**src/rtl/pcie_os_pkg.sv**
```systemverilog
// Shared ordered-set definitions: OS type codes, scheduler state encoding and
// the default SKP insertion interval.
package pcie_os_pkg;

  localparam int unsigned OS_TYPE_W = 3;

  typedef logic [OS_TYPE_W-1:0] os_type_t;

  localparam os_type_t OS_TS1  = 3'b000;
  localparam os_type_t OS_TS2  = 3'b001;
  localparam os_type_t OS_SKP  = 3'b011;
  localparam os_type_t OS_IDLE = 3'b100;

  localparam int unsigned SKP_INTERVAL_DEFAULT = 1180;

  typedef enum logic [1:0] {
    ST_IDLE     = 2'd0,
    ST_START    = 2'd1,
    ST_WAIT_FIN = 2'd2
  } sched_state_e;

  typedef enum logic {
    OWNER_LTSSM = 1'b0,
    OWNER_SKP   = 1'b1
  } os_owner_e;

endpackage

```
**src/rtl/os_tx_scheduler_if.sv**
```systemverilog
// LTSSM request/ack handshake and OS generator start/finish handshake.
// The scheduler takes the master view; the LTSSM/generator side takes the slave view.
interface os_tx_scheduler_if;
  import pcie_os_pkg::*;

  logic     LtssmReq;
  os_type_t LtssmOSType;
  logic     LtssmAck;
  logic     LtssmDone;
  logic     OSGeneratorStart;
  os_type_t OSType;
  logic     OSGeneratorBusy;
  logic     OSGeneratorFinish;

  modport master (
    input  LtssmReq,
    input  LtssmOSType,
    input  OSGeneratorBusy,
    input  OSGeneratorFinish,
    output LtssmAck,
    output LtssmDone,
    output OSGeneratorStart,
    output OSType
  );

  modport slave (
    output LtssmReq,
    output LtssmOSType,
    output OSGeneratorBusy,
    output OSGeneratorFinish,
    input  LtssmAck,
    input  LtssmDone,
    input  OSGeneratorStart,
    input  OSType
  );

endinterface

```
**src/rtl/skp_interval_timer.sv**
```systemverilog
// L0 SKP interval counter: raises skp_pending_o every SKP_INTERVAL cycles of L0,
// queues at most one SKP, and drops it when the granted SKP finishes.
module skp_interval_timer
  import pcie_os_pkg::*;
#(
  parameter int unsigned SKP_INTERVAL = SKP_INTERVAL_DEFAULT
) (
  input  logic Pclk,
  input  logic Reset,
  input  logic l0_active_i,
  input  logic clr_i,
  output logic skp_pending_o
);

  localparam int unsigned       CNT_W = $clog2(SKP_INTERVAL);
  localparam logic [CNT_W-1:0]  LAST  = CNT_W'(SKP_INTERVAL - 1);

  logic [CNT_W-1:0] cnt_q, cnt_d;
  logic             pend_q, pend_d;

  // A wrap sets pending even if the previous SKP finishes in the same cycle.
  always_comb begin
    cnt_d  = cnt_q;
    pend_d = pend_q;
    if (!l0_active_i) begin
      cnt_d  = '0;
      pend_d = 1'b0;
    end else if (cnt_q == LAST) begin
      cnt_d  = '0;
      pend_d = 1'b1;
    end else begin
      cnt_d = cnt_q + CNT_W'(1);
      if (clr_i) begin
        pend_d = 1'b0;
      end
    end
  end

  always_ff @(posedge Pclk) begin
    if (!Reset) begin
      cnt_q  <= '0;
      pend_q <= 1'b0;
    end else begin
      cnt_q  <= cnt_d;
      pend_q <= pend_d;
    end
  end

  assign skp_pending_o = pend_q;

endmodule

```
**src/rtl/os_tx_scheduler.sv**
```systemverilog
// Arbitrates the OS generator between LTSSM requests and periodic SKP insertion,
// counts completed LTSSM ordered sets, gates the TX FIFO and watchdogs the generator.
// Define OS_SKP_INSERT_EN to build the SKP interval timer and SKP owner path.
module os_tx_scheduler
  import pcie_os_pkg::*;
#(
  parameter int unsigned SKP_INTERVAL    = SKP_INTERVAL_DEFAULT,
  parameter int unsigned COUNT_WIDTH     = 16,
  parameter int unsigned WATCHDOG_CYCLES = 64
) (
  input  logic                   Pclk,
  input  logic                   Reset,
  input  logic                   L0Active,
  os_tx_scheduler_if.master      bus,
  input  logic                   CountClear,
  output logic [COUNT_WIDTH-1:0] OSCount,
  output logic                   HoldFIFOData,
  output logic                   WatchdogErr
);

  localparam int unsigned WD_W = $clog2(WATCHDOG_CYCLES + 1);

  sched_state_e           state_q, state_d;
  os_owner_e              owner_q, owner_d;
  os_type_t               ostype_q, ostype_d;
  logic                   start_q, start_d;
  logic                   ack_q, ack_d;
  logic                   done_q, done_d;
  logic                   err_q, err_d;
  logic                   hold_q, hold_d;
  logic [COUNT_WIDTH-1:0] count_q, count_d;
  logic [WD_W-1:0]        wdog_q, wdog_d;
  logic                   skp_pending;

`ifdef OS_SKP_INSERT_EN
  logic skp_clr_c;

  assign skp_clr_c = (state_q == ST_WAIT_FIN) && bus.OSGeneratorFinish &&
                     (owner_q == OWNER_SKP);

  skp_interval_timer #(
    .SKP_INTERVAL (SKP_INTERVAL)
  ) u_skp_timer (
    .Pclk          (Pclk),
    .Reset         (Reset),
    .l0_active_i   (L0Active),
    .clr_i         (skp_clr_c),
    .skp_pending_o (skp_pending)
  );

  // FIFO held outside L0, while a SKP is queued, and while a SKP is in flight.
  assign hold_d = !L0Active || skp_pending ||
                  ((owner_q == OWNER_SKP) && (state_q != ST_IDLE));
`else
  logic unused_skp_interval;

  assign unused_skp_interval = ^SKP_INTERVAL;
  assign skp_pending         = 1'b0;
  assign hold_d              = !L0Active || (state_q != ST_IDLE);
`endif

  // Next-state and registered-output logic.
  always_comb begin
    state_d  = state_q;
    owner_d  = owner_q;
    ostype_d = ostype_q;
    start_d  = 1'b0;
    ack_d    = 1'b0;
    done_d   = 1'b0;
    err_d    = 1'b0;
    count_d  = count_q;
    wdog_d   = wdog_q;

    unique case (state_q)
      ST_IDLE: begin
        wdog_d = '0;
        if (!bus.OSGeneratorBusy) begin
          if (skp_pending) begin
            state_d  = ST_START;
            owner_d  = OWNER_SKP;
            ostype_d = OS_SKP;
            start_d  = 1'b1;
          end else if (bus.LtssmReq) begin
            state_d  = ST_START;
            owner_d  = OWNER_LTSSM;
            ostype_d = bus.LtssmOSType;
            start_d  = 1'b1;
            ack_d    = 1'b1;
          end
        end
      end
      ST_START: begin
        state_d = ST_WAIT_FIN;
        wdog_d  = WD_W'(1);
      end
      ST_WAIT_FIN: begin
        // wdog_q counts cycles since the start pulse; finish beats the timeout.
        if (bus.OSGeneratorFinish) begin
          state_d = ST_IDLE;
          if (owner_q == OWNER_LTSSM) begin
            done_d = 1'b1;
            if (count_q != {COUNT_WIDTH{1'b1}}) begin
              count_d = count_q + COUNT_WIDTH'(1);
            end
          end
        end else if (wdog_q == WD_W'(WATCHDOG_CYCLES)) begin
          state_d = ST_IDLE;
          err_d   = 1'b1;
        end else begin
          wdog_d = wdog_q + WD_W'(1);
        end
      end
      default: begin
        state_d = ST_IDLE;
      end
    endcase

    if (CountClear) begin
      count_d = '0;
    end
  end

  always_ff @(posedge Pclk) begin
    if (!Reset) begin
      state_q  <= ST_IDLE;
      owner_q  <= OWNER_LTSSM;
      ostype_q <= '0;
      start_q  <= 1'b0;
      ack_q    <= 1'b0;
      done_q   <= 1'b0;
      err_q    <= 1'b0;
      hold_q   <= 1'b1;
      count_q  <= '0;
      wdog_q   <= '0;
    end else begin
      state_q  <= state_d;
      owner_q  <= owner_d;
      ostype_q <= ostype_d;
      start_q  <= start_d;
      ack_q    <= ack_d;
      done_q   <= done_d;
      err_q    <= err_d;
      hold_q   <= hold_d;
      count_q  <= count_d;
      wdog_q   <= wdog_d;
    end
  end

  assign bus.OSGeneratorStart = start_q;
  assign bus.OSType           = ostype_q;
  assign bus.LtssmAck         = ack_q;
  assign bus.LtssmDone        = done_q;
  assign OSCount              = count_q;
  assign HoldFIFOData         = hold_q;
  assign WatchdogErr          = err_q;

endmodule
```
**src/flat_wrapper.sv**
```systemverilog
// flat-port wrapper written by rule: the top's interface ports become plain ports
module os_tx_scheduler_flat import pcie_os_pkg::*;
#(
  parameter int unsigned SKP_INTERVAL    = SKP_INTERVAL_DEFAULT,
  parameter int unsigned COUNT_WIDTH     = 16,
  parameter int unsigned WATCHDOG_CYCLES = 64
)
  (Pclk, Reset, L0Active, CountClear, OSCount, HoldFIFOData, WatchdogErr, bus_LtssmReq, bus_LtssmOSType, bus_OSGeneratorBusy, bus_OSGeneratorFinish, bus_LtssmAck, bus_LtssmDone, bus_OSGeneratorStart, bus_OSType);
  os_tx_scheduler_if bus_i ();
  input  logic Pclk;
  input  logic Reset;
  input  logic L0Active;
  input  logic CountClear;
  output logic [COUNT_WIDTH-1:0] OSCount;
  output logic HoldFIFOData;
  output logic WatchdogErr;
  input wire logic [$bits(bus_i.LtssmReq)-1:0] bus_LtssmReq;
  input wire logic [$bits(bus_i.LtssmOSType)-1:0] bus_LtssmOSType;
  input wire logic [$bits(bus_i.OSGeneratorBusy)-1:0] bus_OSGeneratorBusy;
  input wire logic [$bits(bus_i.OSGeneratorFinish)-1:0] bus_OSGeneratorFinish;
  output wire logic [$bits(bus_i.LtssmAck)-1:0] bus_LtssmAck;
  output wire logic [$bits(bus_i.LtssmDone)-1:0] bus_LtssmDone;
  output wire logic [$bits(bus_i.OSGeneratorStart)-1:0] bus_OSGeneratorStart;
  output wire logic [$bits(bus_i.OSType)-1:0] bus_OSType;
  assign bus_i.LtssmReq = bus_LtssmReq;
  assign bus_i.LtssmOSType = bus_LtssmOSType;
  assign bus_i.OSGeneratorBusy = bus_OSGeneratorBusy;
  assign bus_i.OSGeneratorFinish = bus_OSGeneratorFinish;
  assign bus_LtssmAck = bus_i.LtssmAck;
  assign bus_LtssmDone = bus_i.LtssmDone;
  assign bus_OSGeneratorStart = bus_i.OSGeneratorStart;
  assign bus_OSType = bus_i.OSType;
  os_tx_scheduler #(.SKP_INTERVAL(SKP_INTERVAL), .COUNT_WIDTH(COUNT_WIDTH), .WATCHDOG_CYCLES(WATCHDOG_CYCLES)) u_core (.Pclk(Pclk), .Reset(Reset), .L0Active(L0Active), .bus(bus_i), .CountClear(CountClear), .OSCount(OSCount), .HoldFIFOData(HoldFIFOData), .WatchdogErr(WatchdogErr));
endmodule
```
**config.mk**
```make
export PLATFORM = sky130hd
export DESIGN_NAME = os_tx_scheduler_flat
export DESIGN_NICKNAME = d
export VERILOG_FILES = /design/src/rtl/pcie_os_pkg.sv /design/src/rtl/os_tx_scheduler_if.sv /design/src/rtl/skp_interval_timer.sv /design/src/rtl/os_tx_scheduler.sv /design/src/flat_wrapper.sv
export SDC_FILE = /design/constraint.sdc
export NUM_CORES = 1
export LEC_CHECK = 0
export CORE_ASPECT_RATIO = 0.5
export CORE_MARGIN = 2
export CORE_UTILIZATION = 53
export CTS_BUF_LIST = sky130_fd_sc_hd__clkbuf_4
export DETAILED_ROUTE_END_ITERATION = 10
export HOLD_SLACK_MARGIN = 0.02
export PLACE_DENSITY = 0.82
export SLEW_MARGIN = 20
export SYNTH_ARGS = -nofsm -noshare
export SYNTH_HDL_FRONTEND = slang
export SYNTH_SLANG_ARGS = --single-unit
```
**constraint.sdc**
```tcl
create_clock -name Pclk -period 2.1 [get_ports Pclk]
set_input_delay 0.63 -clock Pclk [delete_from_list [all_inputs] [get_ports Pclk]]
set_output_delay 0.63 -clock Pclk [all_outputs]
set_load 0.02 [all_outputs]
```
==> metrics <==
insertion delay of the later-clocked pin in the worst-skew pair 0.34 ns; Hold Path Class reg -> reg; post-CTS clock slew at the launch and capture registers of the worst setup and hold paths 0.10 ns; die outline width 83.66 µm; leading cell type in the layout, fill and taps excluded sky130_fd_sc_hd__dfxtp_1; number of filler instances in the final layout 240; DR vias between 1500 and 2000; top library cells by usage in the layout, fill and taps aside 32 x sky130_fd_sc_hd__dfxtp_1, 27 x sky130_fd_sc_hd__clkdlybuf4s50_1, 16 x sky130_fd_sc_hd__nand2_1, 16 x sky130_fd_sc_hd__a21oi_1, 16 x sky130_fd_sc_hd__buf_4; number of hold violations in the final report 0; # rows 14; Setup Viol. Count Final 0; worst path bufs/invs 1; post-placement worst setup slack -0.2499 ns; Tcrit/Tclk final 97.95%; maximum number of pins on one net before global-route repair 19; transition at the pin with the smallest max-transition slack 0.4545 ns; syn nets 212; area grow syn2layout 29.84%; status finished, final reports clean; sum of overflow across all layers after global routing 0; wire length on met2 1855 µm; Synth Warn # 0; last weighted congestion value of the routability-driven placer 0.8944; area used by multi-input combinational logic approximately 960 µm²; worst clock skew slightly below 0.009 ns; Seq/Total Area, Yosys 38.10%; Detailed Routing Iterations Pass 1 4; final layout net count 260; total wirelength of the detailed-routed design around 4000 µm; total power divided by cell area 491.2 nW/µm²; Reg2Reg Depth 6; CP Depth 1; antenna cell count 0; top metal layer carrying routed signals met4; timing startpoint of the critical path u_core.OSCount[15]$_SDFFE_PP0P_; shortest clock period the worst path allows after layout 2.057 ns; wire length of the first global-routing pass 6837 µm; wire length on met1 between 1500 and 2000 µm; Final Core Density 72.47%; cell count after synthesis 196; Residual DRC 0; Worst Setup Slack, final 0.04297 ns; DRC marker count from the first detailed-route iteration 75; number of standard cells in the layout, taps in and fillers out 284; number of enable-type register cells in the synthesized netlist 0; category of the worst setup path capture point output port; worst hold path stage count 2; start of the worst register-to-register path u_core.state_q[0]$_SDFFE_PN0P_; met3 layer wire length in the routed design 259 µm; relative slew slack 69.62%; worst setup path category reg -> out; async set-reset flop share out of synthesis 0%; DRT antenna net count 0; number of top-level pins 34; Worst setup endpoint OSCount[15]; htree depth 2; number of antenna violations at the first check in global routing 0; number of cells after detailed placement 277; Peak VDD IR ~0.26 mV; Starting Density between 50 and 60%; area taken by flip-flops and latches 640.6 µm²; CP startpoint kind flop; number of vias per cell after detailed routing 5.743; achievable frequency 0.4861 GHz; leakage power total between 0.0008 and 0.0009 µW; synth unique cells 45; count of buffers inserted at the top-level ports 33; number of clock buffers inserted by TritonCTS 5; dpl hpwl 2878 µm; number of global-route vias before repair about 1500; synthesized area divided by synthesized cell count approximately 8.6 µm²; cell area after synthesis 1682 µm²; worst path arrival time 1.43 ns; total routing resource utilization after global routing approximately a quarter; core area 3013 µm²; root buffer cell sky130_fd_sc_hd__clkbuf_4; series of cell instances along the critical path clkdlybuf4s50_1; leading register cell type out of synthesis sky130_fd_sc_hd__dfxtp_1; max-capacitance violation count 0; flip-flop and latch count after synthesis 32; largest stage delay on the critical path roughly 0.64 ns; number of pins exceeding their max-slew limit in the final report 0; RSZ-0062 raised after global routing false; height of the chip 43.83 µm; Clock Path Buffers 2; Top delay family on crit path buffers and inverters; required time of the worst setup path 1.47 ns; drt wl/cell around 14 µm; Die Outline Area 3667 µm²; clk sink count 32; reg-to-reg critical path endpoint u_core.wdog_q[5]$_SDFFE_PN0P_; share of cells above drive strength 1 13.11%; TritonCTS clock tree yes; CP max stage cell sky130_fd_sc_hd__clkdlybuf4s50_1; flop-to-flop setup slack 0.13 ns; critical-path maximum fanout 6
how the worst min path moves through the flow:
stage / from / end / slack [ns]
6_report: u_core.wdog_q[0]$_SDFFE_PN0P_ / u_core.wdog_q[0]$_SDFFE_PN0P_ / 0.49
5_1_grt: u_core.wdog_q[0]$_SDFFE_PN0P_ / u_core.wdog_q[0]$_SDFFE_PN0P_ / 0.53
4_1_cts: u_core.wdog_q[0]$_SDFFE_PN0P_ / u_core.wdog_q[0]$_SDFFE_PN0P_ / 0.50
3_5_place_dp: u_core.wdog_q[0]$_SDFFE_PN0P_ / u_core.wdog_q[0]$_SDFFE_PN0P_ / 0.48
3_3_place_gp: u_core.state_q[1]$_SDFFE_PN0P_ / u_core.state_q[1]$_SDFFE_PN0P_ / 0.47
2_1_floorplan: u_core.state_q[1]$_SDFFE_PN0P_ / u_core.state_q[1]$_SDFFE_PN0P_ / 0.45
layer usage:
metal | GRT usage (%) | up-vias
met2 | 40.96 | 55
met5 | 0 | -
li1 | - | 820
met1 | 28.95 | 750
met3 | 6.095 | 6
met4 | 7.419 | 0
synth_stat cells, types with 2 or more instances:
cell / count / area [µm²]
sky130_fd_sc_hd__or3_1: 4 / 25.02
sky130_fd_sc_hd__inv_1: 8 / 30.03
sky130_fd_sc_hd__o31ai_1: 5 / 37.54
sky130_fd_sc_hd__o21ai_0: 7 / 35.03
sky130_fd_sc_hd__a21oi_1: 16 / 80.08
sky130_fd_sc_hd__nor4_1: 3 / 18.77
sky130_fd_sc_hd__o21ai_1: 8 / 40.04
sky130_fd_sc_hd__a31oi_1: 4 / 25.02
sky130_fd_sc_hd__dfxtp_1: 32 / 640.6
sky130_fd_sc_hd__buf_2: 3 / 15.01
sky130_fd_sc_hd__nand2_1: 16 / 60.06
sky130_fd_sc_hd__nand3_1: 10 / 50.05
sky130_fd_sc_hd__and3_1: 3 / 18.77
sky130_fd_sc_hd__clkbuf_1: 2 / 7.510
sky130_fd_sc_hd__buf_6: 2 / 22.52
sky130_fd_sc_hd__nand2b_1: 3 / 18.77
sky130_fd_sc_hd__nand4_1: 5 / 31.28
sky130_fd_sc_hd__ha_1: 6 / 75.07
sky130_fd_sc_hd__mux2i_1: 7 / 70.07
sky130_fd_sc_hd__or4_1: 6 / 45.04
sky130_fd_sc_hd__nor2_1: 14 / 52.55
sky130_fd_sc_hd__nand3b_1: 2 / 15.01
sky130_fd_sc_hd__or3b_1: 2 / 17.52
sky130_fd_sc_hd__nor3_1: 4 / 20.02
sky130_fd_sc_hd__and4_1: 4 / 35.03
final cells by class:
class	count	share of cell area, %
Clock inverter	2	0.3438
Multi-Input combinational cell	148	43.95
Inverter	8	1.375
Sequential cell	32	29.34
Clock buffer	5	1.719
Timing Repair Buffer	49	20.97
Tap cell	40	2.292
sequential cells by signal, indices dropped and copies added, names as in the netlist:
name and count:
u_core.bus.OSType 3, u_core.OSCount 16, u_core.WatchdogErr 1, u_core.wdog_q 7, u_core.HoldFIFOData 1, u_core.bus.LtssmDone 1, u_core.bus.OSGeneratorStart 1, u_core.state_q 2
repair_timing:
action | CTS | global route
buffers inserted | 0 | 0
gates resized for setup | 2 | 5
hold buffers | 0 | 0
endpoints found under the setup margin | 2 | 5
pin swaps | 0 | 0
metrics by stage:
step	power (µW)	area [µm²]	TNS (ns)	hold WS [ns]
2_1_floorplan	707.2	1682	0	0.4515
3_3_place_gp	757.0	2130	-1.300	0.4676
3_5_place_dp	761.0	2130	-1.797	0.4817
4_1_cts	1084	2172	0	0.4956
5_1_grt	1112	2183	0	0.5258
6_report	1072	2183	0	0.4937
logic make-up after synthesis:
group	Yosys count	share of synthesized area (%)
AND/OR/NAND/NOR	88	30.80
buffers and inverters	16	4.911
flip-flops	32	38.09
adder cells (fa/ha/maj)	6	4.464
multiplexers	7	4.167
AO/OA/AOI/OAI	47	17.56
report_power, final:
group | total (µW) | internal, µW | leakage [µW] | switching (µW)
Sequential | 620 | 615 | 0.000259 | 4.51
Combinational | 128 | 63.7 | 0.000577 | 64.0
Clock | 325 | 117 | 0.0000261 | 208
Total | 1070 | 796 | 0.000861 | 277
Power figures use the tool's default switching activity.
